--- src/rtl/riego_pkg.sv ---
// Shared constants and types for the irrigation controller.
// Command/status encodings plus the valve driver state type.
package riego_pkg;

    localparam logic [1:0] VALVE_STOP = 2'b00;
    localparam logic [1:0] VALVE_AGUA = 2'b01;

    localparam logic [1:0] ERR    = 2'b00;
    localparam logic [1:0] NO_ERR = 2'b01;

    typedef enum logic [1:0] {
        IDLE  = 2'd0,
        RUN   = 2'd1,
        FAULT = 2'd2
    } drv_state_t;

    function automatic logic is_water(input logic [1:0] cmd);
        return cmd == VALVE_AGUA;
    endfunction

endpackage

--- src/rtl/valve_channel.sv ---
// One physical valve: open on grant, min-on close rule,
// run-time watchdog with sticky timeout flag.
module valve_channel
    import riego_pkg::*;
#(
    parameter int MIN_ON = 8,
    parameter int MAX_ON = 1000,
    parameter int CNT_W  = 16
) (
    input  logic clk,
    input  logic reset,
    input  logic req,
    input  logic grant,
    input  logic clear_all,
    output logic v,
    output logic v_nxt,
    output logic timeout
);

    logic [CNT_W-1:0] on_cnt;
    logic             close;
    logic             trip;

    // Close/trip decisions and the valve's next value
    always_comb begin
        close = v && !req && (on_cnt >= CNT_W'(MIN_ON - 1));
        trip  = v && (on_cnt == CNT_W'(MAX_ON - 1));
        v_nxt = v;
        if (clear_all)
            v_nxt = 1'b0;
        else if (close || trip)
            v_nxt = 1'b0;
        else if (grant)
            v_nxt = 1'b1;
    end

    // Valve, saturating on-time counter and sticky watchdog flag
    always_ff @(posedge clk) begin
        if (reset) begin
            v       <= 1'b0;
            on_cnt  <= '0;
            timeout <= 1'b0;
        end else begin
            v <= v_nxt;
            if (clear_all || !v)
                on_cnt <= '0;
            else if (on_cnt != {CNT_W{1'b1}})
                on_cnt <= on_cnt + CNT_W'(1);
            if (!clear_all && trip)
                timeout <= 1'b1;
            else if (!req)
                timeout <= 1'b0;
        end
    end

endmodule

--- src/rtl/valve_driver.sv ---
// Valve actuator stage: round-robin staggered opening,
// per-channel protection and a latched global fault.
module valve_driver
    import riego_pkg::*;
#(
    parameter int STAGGER = 4,
    parameter int MIN_ON  = 8,
    parameter int MAX_ON  = 1000,
    parameter int CNT_W   = 16
) (
    input  logic       clk,
    input  logic       reset,
    input  logic [3:0] R1,
    input  logic [3:0] R2,
    input  logic [1:0] E,
    output logic [3:0] V,
    output logic       fault,
    output logic [3:0] timeout,
    output logic       busy
);

    drv_state_t       state;
    drv_state_t       state_nxt;
    logic [CNT_W-1:0] stagger;
    logic [1:0]       rr_ptr;
    logic [3:0]       req;
    logic [3:0]       elig;
    logic [3:0]       grant;
    logic [3:0]       v_nxt;
    logic [1:0]       gidx;
    logic             found;
    logic             err;
    logic             open_ok;

    assign req[3] = is_water(R1[3:2]);
    assign req[2] = is_water(R1[1:0]);
    assign req[1] = is_water(R2[3:2]);
    assign req[0] = is_water(R2[1:0]);

    assign err     = (E != NO_ERR);
    assign open_ok = (stagger == '0) && (state != FAULT) && !err;
    assign elig    = req & ~V & ~timeout & {4{open_ok}};

    assign fault = (state == FAULT);
    assign busy  = (state == RUN);

    // Round-robin pick of at most one eligible channel from rr_ptr
    always_comb begin
        logic [1:0] idx;
        grant = '0;
        gidx  = rr_ptr;
        found = 1'b0;
        idx   = rr_ptr;
        for (int i = 0; i < 4; i++) begin
            idx = rr_ptr + 2'(i);
            if (!found && elig[idx]) begin
                found = 1'b1;
                gidx  = idx;
            end
        end
        if (found)
            grant[gidx] = 1'b1;
    end

    for (genvar k = 0; k < 4; k++) begin : g_ch
        valve_channel #(
            .MIN_ON (MIN_ON),
            .MAX_ON (MAX_ON),
            .CNT_W  (CNT_W)
        ) u_ch (
            .clk       (clk),
            .reset     (reset),
            .req       (req[k]),
            .grant     (grant[k]),
            .clear_all (err),
            .v         (V[k]),
            .v_nxt     (v_nxt[k]),
            .timeout   (timeout[k])
        );
    end

    // Next state: error forces FAULT, FAULT waits for all stop
    always_comb begin
        state_nxt = state;
        unique case (1'b1)
            err:
                state_nxt = FAULT;
            (!err && state == FAULT):
                state_nxt = (|req) ? FAULT : IDLE;
            (!err && state != FAULT):
                state_nxt = (|v_nxt || |req) ? RUN : IDLE;
        endcase
    end

    // State, stagger spacing counter and round-robin pointer
    always_ff @(posedge clk) begin
        if (reset) begin
            state   <= IDLE;
            stagger <= '0;
            rr_ptr  <= 2'd0;
        end else begin
            state <= state_nxt;
            if (err)
                stagger <= '0;
            else if (found)
                stagger <= CNT_W'(STAGGER - 1);
            else if (stagger != '0)
                stagger <= stagger - CNT_W'(1);
            if (found)
                rr_ptr <= gidx + 2'd1;
        end
    end

endmodule
--- config.mk ---
export PLATFORM = sky130hd
export DESIGN_NAME = valve_driver
export DESIGN_NICKNAME = d
export VERILOG_FILES = /design/src/rtl/riego_pkg.sv /design/src/rtl/valve_channel.sv /design/src/rtl/valve_driver.sv
export SDC_FILE = /design/constraint.sdc
export NUM_CORES = 1
export LEC_CHECK = 0
export CAP_MARGIN = 40
export CORE_MARGIN = 2
export CORE_UTILIZATION = 40
export DETAILED_ROUTE_END_ITERATION = 8
export GPL_TIMING_DRIVEN = 0
export MAX_ROUTING_LAYER = met4
export PLACE_DENSITY = 0.66
export SETUP_SLACK_MARGIN = 0.15
export SLEW_MARGIN = 20
export SYNTH_ARGS = -nofsm -noshare
export SYNTH_HDL_FRONTEND = slang
export SYNTH_SLANG_ARGS = --single-unit
export TNS_END_PERCENT = 30
--- constraint.sdc ---
create_clock -name clk -period 4.4 [get_ports clk]
set_clock_uncertainty 0.15 [all_clocks]
set_input_delay 0.66 -clock clk [delete_from_list [all_inputs] [get_ports clk]]
set_output_delay 0.66 -clock clk [all_outputs]
set_load 0.005 [all_outputs]
* Yosys cells after proc, flatten, opt, wreduce, memory -nomap -nowiden
Index checks and enable logic that the tools add are counted.
Storage, ports and cells: flip-flop bits (word level) 92, latch bits 0, bits in writable memories 0, bits in read-only memories 0, bits of input ports 12, output and inout bits 10, logic and storage cells 159, memories kept 0
Operators by class: add/subtract/negate cells 9, $mul 0, div/mod/pow operators 0, order comparisons 10, equality and inequality tests 20, shifts and indexed selects 0, muxes and demuxes 43, bitwise gates (word level) 5, reductions and logical operators 56
Operator list (number):
- 16-bit by 1-bit adder with 16-bit output, second input constant | 4
- 16-bit by 10-bit equality test with 1-bit output, second input constant | 4
- 16-bit by 3-bit >= comparator with 1-bit output, second input constant | 4
- 16-bit inequality test, second input constant | 4
- 1-bit two-way mux | 30
- 1-bit logical AND | 24
- 16-bit logical NOT | 1
- 16-bit nonzero test | 1
- 16-bit by 1-bit subtractor with 16-bit output, second input constant | 1
- 2-bit by 3-bit < comparator with 1-bit output, second input constant | 5
- 4-bit bitwise AND | 3
- 1-bit logical NOT | 12
- 2-bit two-way mux | 6
- 2-bit by 1-bit equality test with 1-bit output, second input constant | 5
- 2-bit inequality test, second input constant | 5
- 2-bit OR reduction | 5
- 1-bit logical OR | 9
- 1-bit binary-select mux with 2-bit select | 4
- 4-bit inverter | 2
- 4-bit OR reduction | 2
- 2-bit one-hot mux with 3 select lines | 1
- 2-bit by 1-bit adder with 2-bit output, second input constant | 2
- 2-bit adder, second input constant | 2
- 4-bit two-way mux | 1
- other kinds (6) | 6

* Longest topological paths before layout
Gate-level depths: netlist of the first run.
depth after elaboration 28, gate-level depth with buffers 15, gate-level depth less buffers 14

* By module
A second synthesis of the first run with hierarchy kept.
Unflattened totals: cell total of the unflattened synthesis 613, area total of the unflattened synthesis 5128.7 µm²
Modules (own cells, without submodules):
- valve_channel | instances 4, cells each 113, area an instance 948.4 µm², seq. area each 360.3 µm²
- valve_driver | instances 1, cells each 161, area an instance 1335.0 µm², seq. area each 400.4 µm²

* Least setup slack after synthesis of the first run
Ideal clock, no wire load.
path kind reg2reg, from reg stagger[6], to reg state[0], library setup time 0.066 ns, arrival time 2.956 ns, required time 4.184 ns, slack 1.228 ns, cell stages (with the launch flop) 14, path buffers 1, period minus slack after synthesis 3.172 ns, cells stage by stage dfxtp_1 -> or4_4 -> or4b_1 -> buf_2 -> nor2_1 -> o221a_2 -> a21oi_1 -> o22ai_1 -> ha_1 -> o21ai_0 -> a21oi_1 -> o221ai_2 -> and4b_1 -> a21oi_2
On the way: longest elaborated chain between the ends 28, elaborated cells on any way between the ends 47, those cells by class order compare: 2; mux: 32; bitwise: 1; reduce/logical: 12
Ends and longest elaborated chain:
- start: declaration | RTL line valve_driver.sv:24 | logic [CNT_W-1:0] stagger;
- start signal: assignment | RTL line valve_driver.sv:106 | stagger <= CNT_W'(STAGGER - 1);
- start signal: assignment | RTL line valve_driver.sv:108 | stagger <= stagger - CNT_W'(1);
- 16-bit logical NOT (*) | RTL line valve_driver.sv:41 | assign open_ok = (stagger == '0) && (state != FAULT) && !err;
- 1-bit logical AND (*) (2 in series) | RTL line valve_driver.sv:41
- 4-bit bitwise AND (*) | RTL line valve_driver.sv:42 | assign elig = req & ~V & ~timeout & {4{open_ok}};
- 1-bit binary-select mux with 2-bit select | RTL line valve_driver.sv:56 | if (!found && elig[idx]) begin
- 1-bit two-way mux (not written as such) | RTL line valve_driver.sv:56
- 1-bit two-way mux | RTL line valve_driver.sv:56
- 1-bit logical NOT | RTL line valve_driver.sv:56
- 1-bit logical AND | RTL line valve_driver.sv:56
- [11 not listed]
- 4-bit two-way mux (*) | RTL line valve_driver.sv:61 | if (found)
- 1-bit two-way mux | RTL line valve_channel.sv:33 | else if (grant)
- 1-bit two-way mux | RTL line valve_channel.sv:31 | else if (close || trip)
- 1-bit two-way mux | RTL line valve_channel.sv:29 | if (clear_all)
- 4-bit OR reduction (*) | RTL line valve_driver.sv:91 | state_nxt = (|v_nxt || |req) ? RUN : IDLE;
- 1-bit logical OR (*) | RTL line valve_driver.sv:91
- 1-bit two-way mux (*) | RTL line valve_driver.sv:91
- 2-bit one-hot mux with 3 select lines (*) | RTL line valve_driver.sv:85 | unique case (1'b1)
- end signal: assignment | RTL line valve_driver.sv:102 | state <= state_nxt;
- end: declaration | RTL line valve_driver.sv:22 | drv_state_t state;
Mark *: on every way between the ends. The rest lies on a longest branch, timed or not. The select of a mux whose other input is x is not followed. A chain may end at the register's enable or synchronous reset.

* Worst setup path after layout of the first run
from in R2[0], to reg state[0]
On the way: longest elaborated chain between the ends 28, elaborated cells on any way between the ends 52, those cells by class order compare: 2; eq/ne: 1; mux: 32; bitwise: 3; reduce/logical: 14
Ends and longest elaborated chain:
- start: declaration | RTL line valve_driver.sv:14 | input logic [3:0] R2,
- 2-bit by 1-bit equality test with 1-bit output (*) | RTL line riego_pkg.sv:18 | return cmd == VALVE_AGUA;
- 4-bit bitwise AND (3 in series) | RTL line valve_driver.sv:42
- 1-bit binary-select mux with 2-bit select | RTL line valve_driver.sv:56
- 1-bit two-way mux (not written as such) | RTL line valve_driver.sv:56
- 1-bit two-way mux | RTL line valve_driver.sv:56
- 1-bit logical NOT | RTL line valve_driver.sv:56
- 1-bit logical AND | RTL line valve_driver.sv:56
- 1-bit two-way mux | RTL line valve_driver.sv:56
- [10 not listed]
- 4-bit two-way mux | RTL line valve_driver.sv:61
- 1-bit two-way mux | RTL line valve_channel.sv:33
- 1-bit two-way mux | RTL line valve_channel.sv:31
- 1-bit two-way mux | RTL line valve_channel.sv:29
- 4-bit OR reduction | RTL line valve_driver.sv:91
- 1-bit logical OR (*) | RTL line valve_driver.sv:91
- 1-bit two-way mux (*) | RTL line valve_driver.sv:91
- 2-bit one-hot mux with 3 select lines (*) | RTL line valve_driver.sv:85
Marks and branches as above.

==> metrics.md, run 1 <==
| Metric | Value |
|---|---|
| Max-slew headroom | `0.460` |
| First-pass GRT wire length | `16600 um` |
| Fill cells | `1108` |
| Buf/Inv on CP | `2` |
| Clock net sink count | `92` |
| Worst setup margin | `0.785 ns` |
| Most frequent cells in the layout | `nor2_1, dfxtp_1, nand2_1` |
| Power Dens Cells | `544 mW/mm^2` |
| Min Tclk post-route | `3.62 ns` |
| 1st-iter DRT viols | `229` |
| Full die area | `0.0123 mm^2` |
| DRC | `0` |
| Synth warn | `0` |
| Clock buffer depth | `2` |
| Synthesized instance count | `555` |
| PortBufs | `21` |
| Largest net degree at the start of global routing | `16` |
| Mux share of post-synthesis cell area | `0.0131` |
| Critical-path cell list | `clkdlybuf4s50_1 > or2b_2 > or3_2 > dlymetal6s2s_1 > a21oi_1 > o221a_2 > a21oi_1 > o22ai_1 > ha_1 > o21ai_0 > a21oi_1 > o221ai_2 > and4b_1 > a21oi_2` |
| Worst Path Arrival | `3.75 ns` |
| Largest family of logic cells by synthesized area | `simple AND/OR/NAND/NOR gates` |
| Vias in the first global route | `3629` |
| Share of layout cells above drive strength 1 | `0.0755` |
| Avg Vias per Cell | `5.34` |
| Vias | `3949` |
| Worst setup path category | `in2reg` |
| Drt total wl | `9810 um` |
| Pre-CTS WS | `0.448 ns` |
| Placed Cells | `720` |
| Tcrit/Tclk final | `0.822` |
| Row cnt | `39` |
| Slowest cell on the critical path | `clkdlybuf4s50_1` |
| Initial antenna violation count | `0` |
| Synthesized area | `0.00459 mm^2` |
| P_leak | `1.76 nW` |
| Area share of fa/ha/maj cells after synthesis | `0.0273` |
| Maximum clock frequency | `277 MHz` |
| Setup tns final | `0 ns` |
| ANT cells | `0` |
| Clk slew on worst S/H paths | `0.07 ns` |
| CTS tree | `built` |
| Critical path's largest stage delay | `0.47 ns` |
| Mean Syn Cell Area | `8.26 um^2` |
| I/O pin cnt | `22` |
| Fin nets | `613` |
| Required time worst endpoint | `4.54 ns` |
| Status | `finished clean` |
| Grt ovf | `0` |
| Compound-Gate Fraction of Synth Area | `0.0958` |
| EDFF count, synth | `0` |
| DRT antenna net count | `0` |
| Post-CTS Setup Inserts | `0` |
| CTS resizes | `0` |
| Most common library cell in the layout ignoring fill and taps | `nor2_1` |
| Most common cell on crit path | `a21oi_1` |
| Routed wire per std cell | `13.3 um` |
| Setup crit end kind | `register` |
| Hold WC Path Type | `reg2reg` |
| Cell family with most CP delay | `compound AO/OA/AOI/OAI gates` |
| TritonCTS Buffers | `9` |
| Latest clock arrival within the worst-skew pair | `0.35 ns` |
| Synth Area in XOR/XNOR | `0.101` |
| Root Driver | `clkbuf_16` |
| Hold-fix buffers, CTS | `0` |
| Unrepaired setup endpoints after global routing | `false` |
| Post-Syn Nets | `577` |
| Synth async-reset ratio | `0` |
| 1st-pass router iterations | `4` |
| Crit Path Max Fanout | `5` |
| Synth cell types | `53` |
| Simple-gate share of the synthesized area | `0.325` |
| Synth Register Bits | `92` |
| GR Util All Layers | `0.169` |
| Fin. Hold Viols | `0` |
| Synthesis-to-finish area growth | `15.0%` |
| DP HPWL | `7080 um` |
| Most used DFF post-synth | `dfxtp_1` |
| Total area of sequential cells | `0.00184 mm^2` |
| Startpoint Class | `input pin` |
| Non-filler cells, final | `739` |
| Starting Density | `0.405` |
| Core area | `0.0113 mm^2` |
| Horiz. Die Dim | `111 um` |
| Final Max Tran Viols | `0` |
| Peak supply drop | `0.567 mV` |
| Setup violators final | `0` |
| Max cap viols | `0` |
| H-tree level count | `3` |
| Worst-margin pin slew | `0.799 ns` |
| Sequential area share after synthesis | `0.402` |
| Multi-input logic area | `0.00258 mm^2` |
| GPL Wtd Cong | `0.852` |
| Die H | `111 um` |
[layout make-up]
type / count / share of cell area
multi-input cells: 431 / 0.489
flip-flops and latches: 92 / 0.349
clock buffers: 10 / 0.0453
repair buffers: 25 / 0.0437
well taps: 143 / 0.0339
plain buffers: 21 / 0.0233
inverters: 11 / 0.00783
clock inverters: 6 / 0.00759
[registers in the layout, summed over array words and instances (netlist names)]
register,flops
stagger,16
g_ch.u_ch.on_cnt,64
rr_ptr,2
g_ch.u_ch.timeout,4
state,2
g_ch.u_ch.v,4
[final timing paths]
| check | startpoint | to | slack, ns | cells after the start |
|---|---|---|---|---|
| hold reg to reg | g_ch[3].u_ch.on_cnt[1] | g_ch[3].u_ch.on_cnt[1] | 0.33 | 2 |
| hold / removal | g_ch[3].u_ch.on_cnt[1] | g_ch[3].u_ch.on_cnt[1] | 0.33 | 2 |
| setup / recovery | R2[0] | state[0] | 0.78 | 14 |
| setup reg to reg | stagger[6] | state[0] | 0.86 | 13 |
[worst reg2reg max path: cells and delay by family (launching register included)]
kind                     cells  cell delay [ns]
buffers and inverters        1             0.18
AND/OR/NAND/NOR              4             1.60
adder cells (fa/ha/maj)      1             0.19
AO/OA/AOI/OAI                7             1.01
flip-flops                   1             0.36
[logic make-up after synthesis]
group,Yosys count
and+or+nand+nor,297
muxes,6
buffers and inverters,32
adders and majority gates,10
xor gates and xnor gates,53
DFF,92
AOI/OAI and AO/OA,65
[per-layer routing]
metal | routed length, um | global-route usage
met1 | 4640 | 0.209
met5 | 0 | -
met2 | 4570 | 0.267
met4 | 170 | 0.0551
met3 | 423 | 0.0487
[power by group]
group          total [W]  internal, W  switching [W]
combinational    0.00118     0.000509       0.000674
sequential      0.000962     0.000899      0.0000637
clock           0.000726     0.000396       0.000330
total            0.00287      0.00180        0.00107
[per-stage QoR]
stage | area [um^2] | util | total power (W) | hold slack (ns)
finish | 5270 | 0.466 | 0.00287 | 0.327
global route | 5270 | 0.466 | 0.00309 | 0.366
detailed placement | 4980 | 0.440 | 0.00216 | 0.322
global placement | 4970 | 0.439 | 0.00212 | 0.311
floorplan | 4590 | - | 0.00196 | 0.299
CTS | 5260 | 0.465 | 0.00290 | 0.330
[cells in the mapped netlist, drive strengths merged (4+ instances only)]
cell type	instances	area [um^2]
nor4b	4	35.0
nor4	23	144
and2	4	25.0
ha	10	125
o21ai	14	70.1
inv	11	41.3
nand3b	7	52.6
clkbuf	10	37.5
dfxtp	92	1840
and4	4	35.0
nor3	21	105
mux2i	6	60.1
nand4	15	93.8
o211ai	7	52.6
xor2	29	254
nand2b	8	50.1
nand2	47	176
buf	10	72.6
a211oi	6	45.0
or3	9	58.8
a21oi	21	109
nor2	101	379
nand3	34	170
or4	4	36.3
xnor2	24	210
Note: power is estimated with default switching activity, not from simulation.
==> run 2, diff against run 1 <==
--- a/config.mk
+++ b/config.mk
@@ -11,7 +11,7 @@
 export DETAILED_ROUTE_END_ITERATION = 8
 export GPL_TIMING_DRIVEN = 0
 export MAX_ROUTING_LAYER = met4
-export PLACE_DENSITY = 0.66
+export PLACE_DENSITY = 0.68
 export SETUP_SLACK_MARGIN = 0.15
 export SLEW_MARGIN = 20
 export SYNTH_ARGS = -nofsm -noshare
==> constraint.sdc (replaced) <==
create_clock -name clk -period 3.29 [get_ports clk]
set_clock_uncertainty 0.15 [all_clocks]
set_input_delay 0.4935 -clock clk [delete_from_list [all_inputs] [get_ports clk]]
set_output_delay 0.4935 -clock clk [all_outputs]
set_load 0.005 [all_outputs]
==> run 2 against run 1 <==
Sequential power is 35% higher. Register-to-register slack worse by 0.77 ns. Worst hold slack hardly changed. Worst setup slack worse by 0.69 ns. Die area stayed put. Non-clock buffer count is 9 higher. Cell area is 4.1% higher. Clock power is 45% higher. Critical path depth stayed put. Flip-flop and latch count stayed put. Core utilization is 1.9 points higher. Critical endpoint unchanged.
==> metrics.md, run 2 (synthesized netlist as in run 1, its figures left out) <==
| Metric | Value |
|---|---|
| Maximum clock frequency | `313 MHz` |
| Status | `finished clean` |
| Initial antenna violation count | `0 (unchanged)` |
| I/O pin cnt | `22 (unchanged)` |
| PortBufs | `21 (unchanged)` |
| Worst-margin pin slew | `0.841 ns (+0.0414 ns)` |
| Routed wl met2 | `4650 um (+1.7%)` |
| Crit Path Max Fanout | `3 (-2)` |
| H-tree level count | `3 (unchanged)` |
| Latest clock arrival within the worst-skew pair | `0.34 ns (about the same)` |
| 1st-iter DRT viols | `208 (-9.2%)` |
| Setup violators final | `0 (unchanged)` |
| Unrepaired setup endpoints after global routing | `true` |
| Root Driver | `clkbuf_16` |
| Final Max Tran Viols | `0 (unchanged)` |
| Top reg by flops | `g_ch.u_ch.on_cnt` |
| Tcrit/Tclk final | `0.971` |
| M1 WL | `4670 um (+0.52%)` |
| Most frequent cells in the layout | `nor2_1, dfxtp_1, nand2_1` |
| Worst Path Arrival | `3.33 ns (-0.42 ns)` |
| Full die area | `0.0123 mm^2 (unchanged)` |
| Die H | `111 um (unchanged)` |
| Startpoint Class | `register` |
| Min Tclk post-route | `3.20 ns` |
| Final instance area | `0.00549 mm^2 (+4.1%)` |
| Row cnt | `39 (unchanged)` |
| Vias in the first global route | `3740 (+3.1%)` |
| Clk slew on worst S/H paths | `0.06 ns (about the same)` |
| Worst setup path category | `reg2reg` |
| Multi-input logic area | `0.00269 mm^2 (+4.3%)` |
| 1st-pass router iterations | `4 (unchanged)` |
| Drt total wl | `9800 um (-0.10%)` |
| Power Total | `0.00429 W (+49%)` |
| GR Util All Layers | `0.164 (-0.00430)` |
| Grt ovf | `0 (unchanged)` |
| Power Dens Cells | `781 mW/mm^2 (+44%)` |
| Worst setup margin | `0.0950 ns (-0.690 ns)` |
| Regs by FF count | `g_ch.u_ch.on_cnt (64), stagger (16)` |
| Total area of sequential cells | `0.00185 mm^2 (+0.34%)` |
| Core area | `0.0113 mm^2 (unchanged)` |
| Share of layout cells above drive strength 1 | `0.126 (+0.0501)` |
| First-pass GRT wire length | `16600 um (about the same)` |
| Horiz. Die Dim | `111 um (unchanged)` |
| Setup crit end kind | `register` |
| Fill cells | `1097 (-0.99%)` |
| Most common library cell in the layout ignoring fill and taps | `nor2_1` |
| DRC | `0 (unchanged)` |
| TritonCTS Buffers | `9 (unchanged)` |
| Fin. Hold Viols | `0 (unchanged)` |
| DP HPWL | `6910 um (-2.4%)` |
| Vias | `3972 (+0.58%)` |
| Synthesis-to-finish area growth | `19.8%` |
| Starting Density | `0.405 (unchanged)` |
| Avg Vias per Cell | `5.31 (-0.63%)` |
| CTS tree | `built` |
| Peak supply drop | `1.10 mV (+95%)` |
| Fin nets | `622 (+1.5%)` |
| Required time worst endpoint | `3.42 ns (-1.12 ns)` |
| Clock buffer depth | `2 (unchanged)` |
| Hold WC Path Type | `reg2reg` |
| Clock net sink count | `92 (unchanged)` |
| Area of placed instances | `0.00499 mm^2 (+0.28%)` |
| Pre-CTS WS | `-0.480 ns (-0.928 ns)` |
| ANT cells | `0 (unchanged)` |
| Max cap viols | `0 (unchanged)` |
| Hold-fix buffers, CTS | `0 (unchanged)` |
| GPL Wtd Cong | `0.875 (+2.7%)` |
| Max FFs per register | `64 (unchanged)` |
| Routed wl met3 | `338 um (-20%)` |
| Routed wire per std cell | `13.1 um (-1.3%)` |
| Max-slew headroom | `0.434 (-0.0253)` |
| P_leak | `1.85 nW (+4.9%)` |
| DRT antenna net count | `0 (unchanged)` |
| Top sig layer | `met4` |
| Largest net degree at the start of global routing | `15 (-1)` |
==> run 2: final timing paths <==
path	end	cells past startpoint	from	slack [ns]
max	state[0]	14	stagger[7]	0.09
min	g_ch[2].u_ch.on_cnt[1]	2	g_ch[2].u_ch.on_cnt[1]	0.33
max reg2reg	state[0]	14	stagger[7]	0.09
min reg2reg	g_ch[2].u_ch.on_cnt[1]	2	g_ch[2].u_ch.on_cnt[1]	0.33
==> run 2: metrics by stage <==
step | TNS [ns] | utilization | cells | hold slack, ns
floorplan | 0 | - | 555 | 0.299
global placement | -1.48 | 0.440 | 719 | 0.310
detailed placement | -1.89 | 0.441 | 721 | 0.317
CTS | 0 | 0.477 | 745 | 0.326
global route | -0.00538 | 0.485 | 748 | 0.365
finish | 0 | 0.485 | 748 | 0.327
==> run 2: cell type report <==
cell class | instances | share of cell area
Timing Repair Buffer | 34 | 0.0556
Tap cell | 143 | 0.0326
Multi-Input combinational cell | 431 | 0.490
Inverter | 11 | 0.00752
Clock buffer | 13 | 0.0474
Clock inverter | 3 | 0.00820
Buffer | 21 | 0.0223
Sequential cell | 92 | 0.337
==> run 2: timing repair <==
action,4_1_cts,5_1_grt
gates resized for setup,16,20
setup endpoints to repair,3,2
pin swaps,7,9
setup buffers,8,2
==> run 2: metal layers <==
layer	vias to the layer above	track usage
met4	0	0.0420
li1	2046	-
met5	-	-
met3	12	0.0476
met1	1848	0.206
met2	66	0.263
==> run 2: where the power goes <==
part	internal [W]	switching, W
registers	0.00121	0.0000910
clock network	0.000631	0.000423
logic	0.000911	0.00103
total	0.00275	0.00154
==> run 2: worst max-delay path, stage by stage, from the launching register on <==
cell	delay (ns)
dfxtp_2	0.32
or4_4	0.55
or4b_4	0.53
buf_6	0.15
nor2_4	0.11
o221a_4	0.21
a21oi_4	0.04
o22ai_2	0.17
buf_4	0.15
ha_4	0.12
nor2_2	0.03
nor2_2	0.12
o2111ai_2	0.11
and4b_1	0.25
a21oi_2	0.13
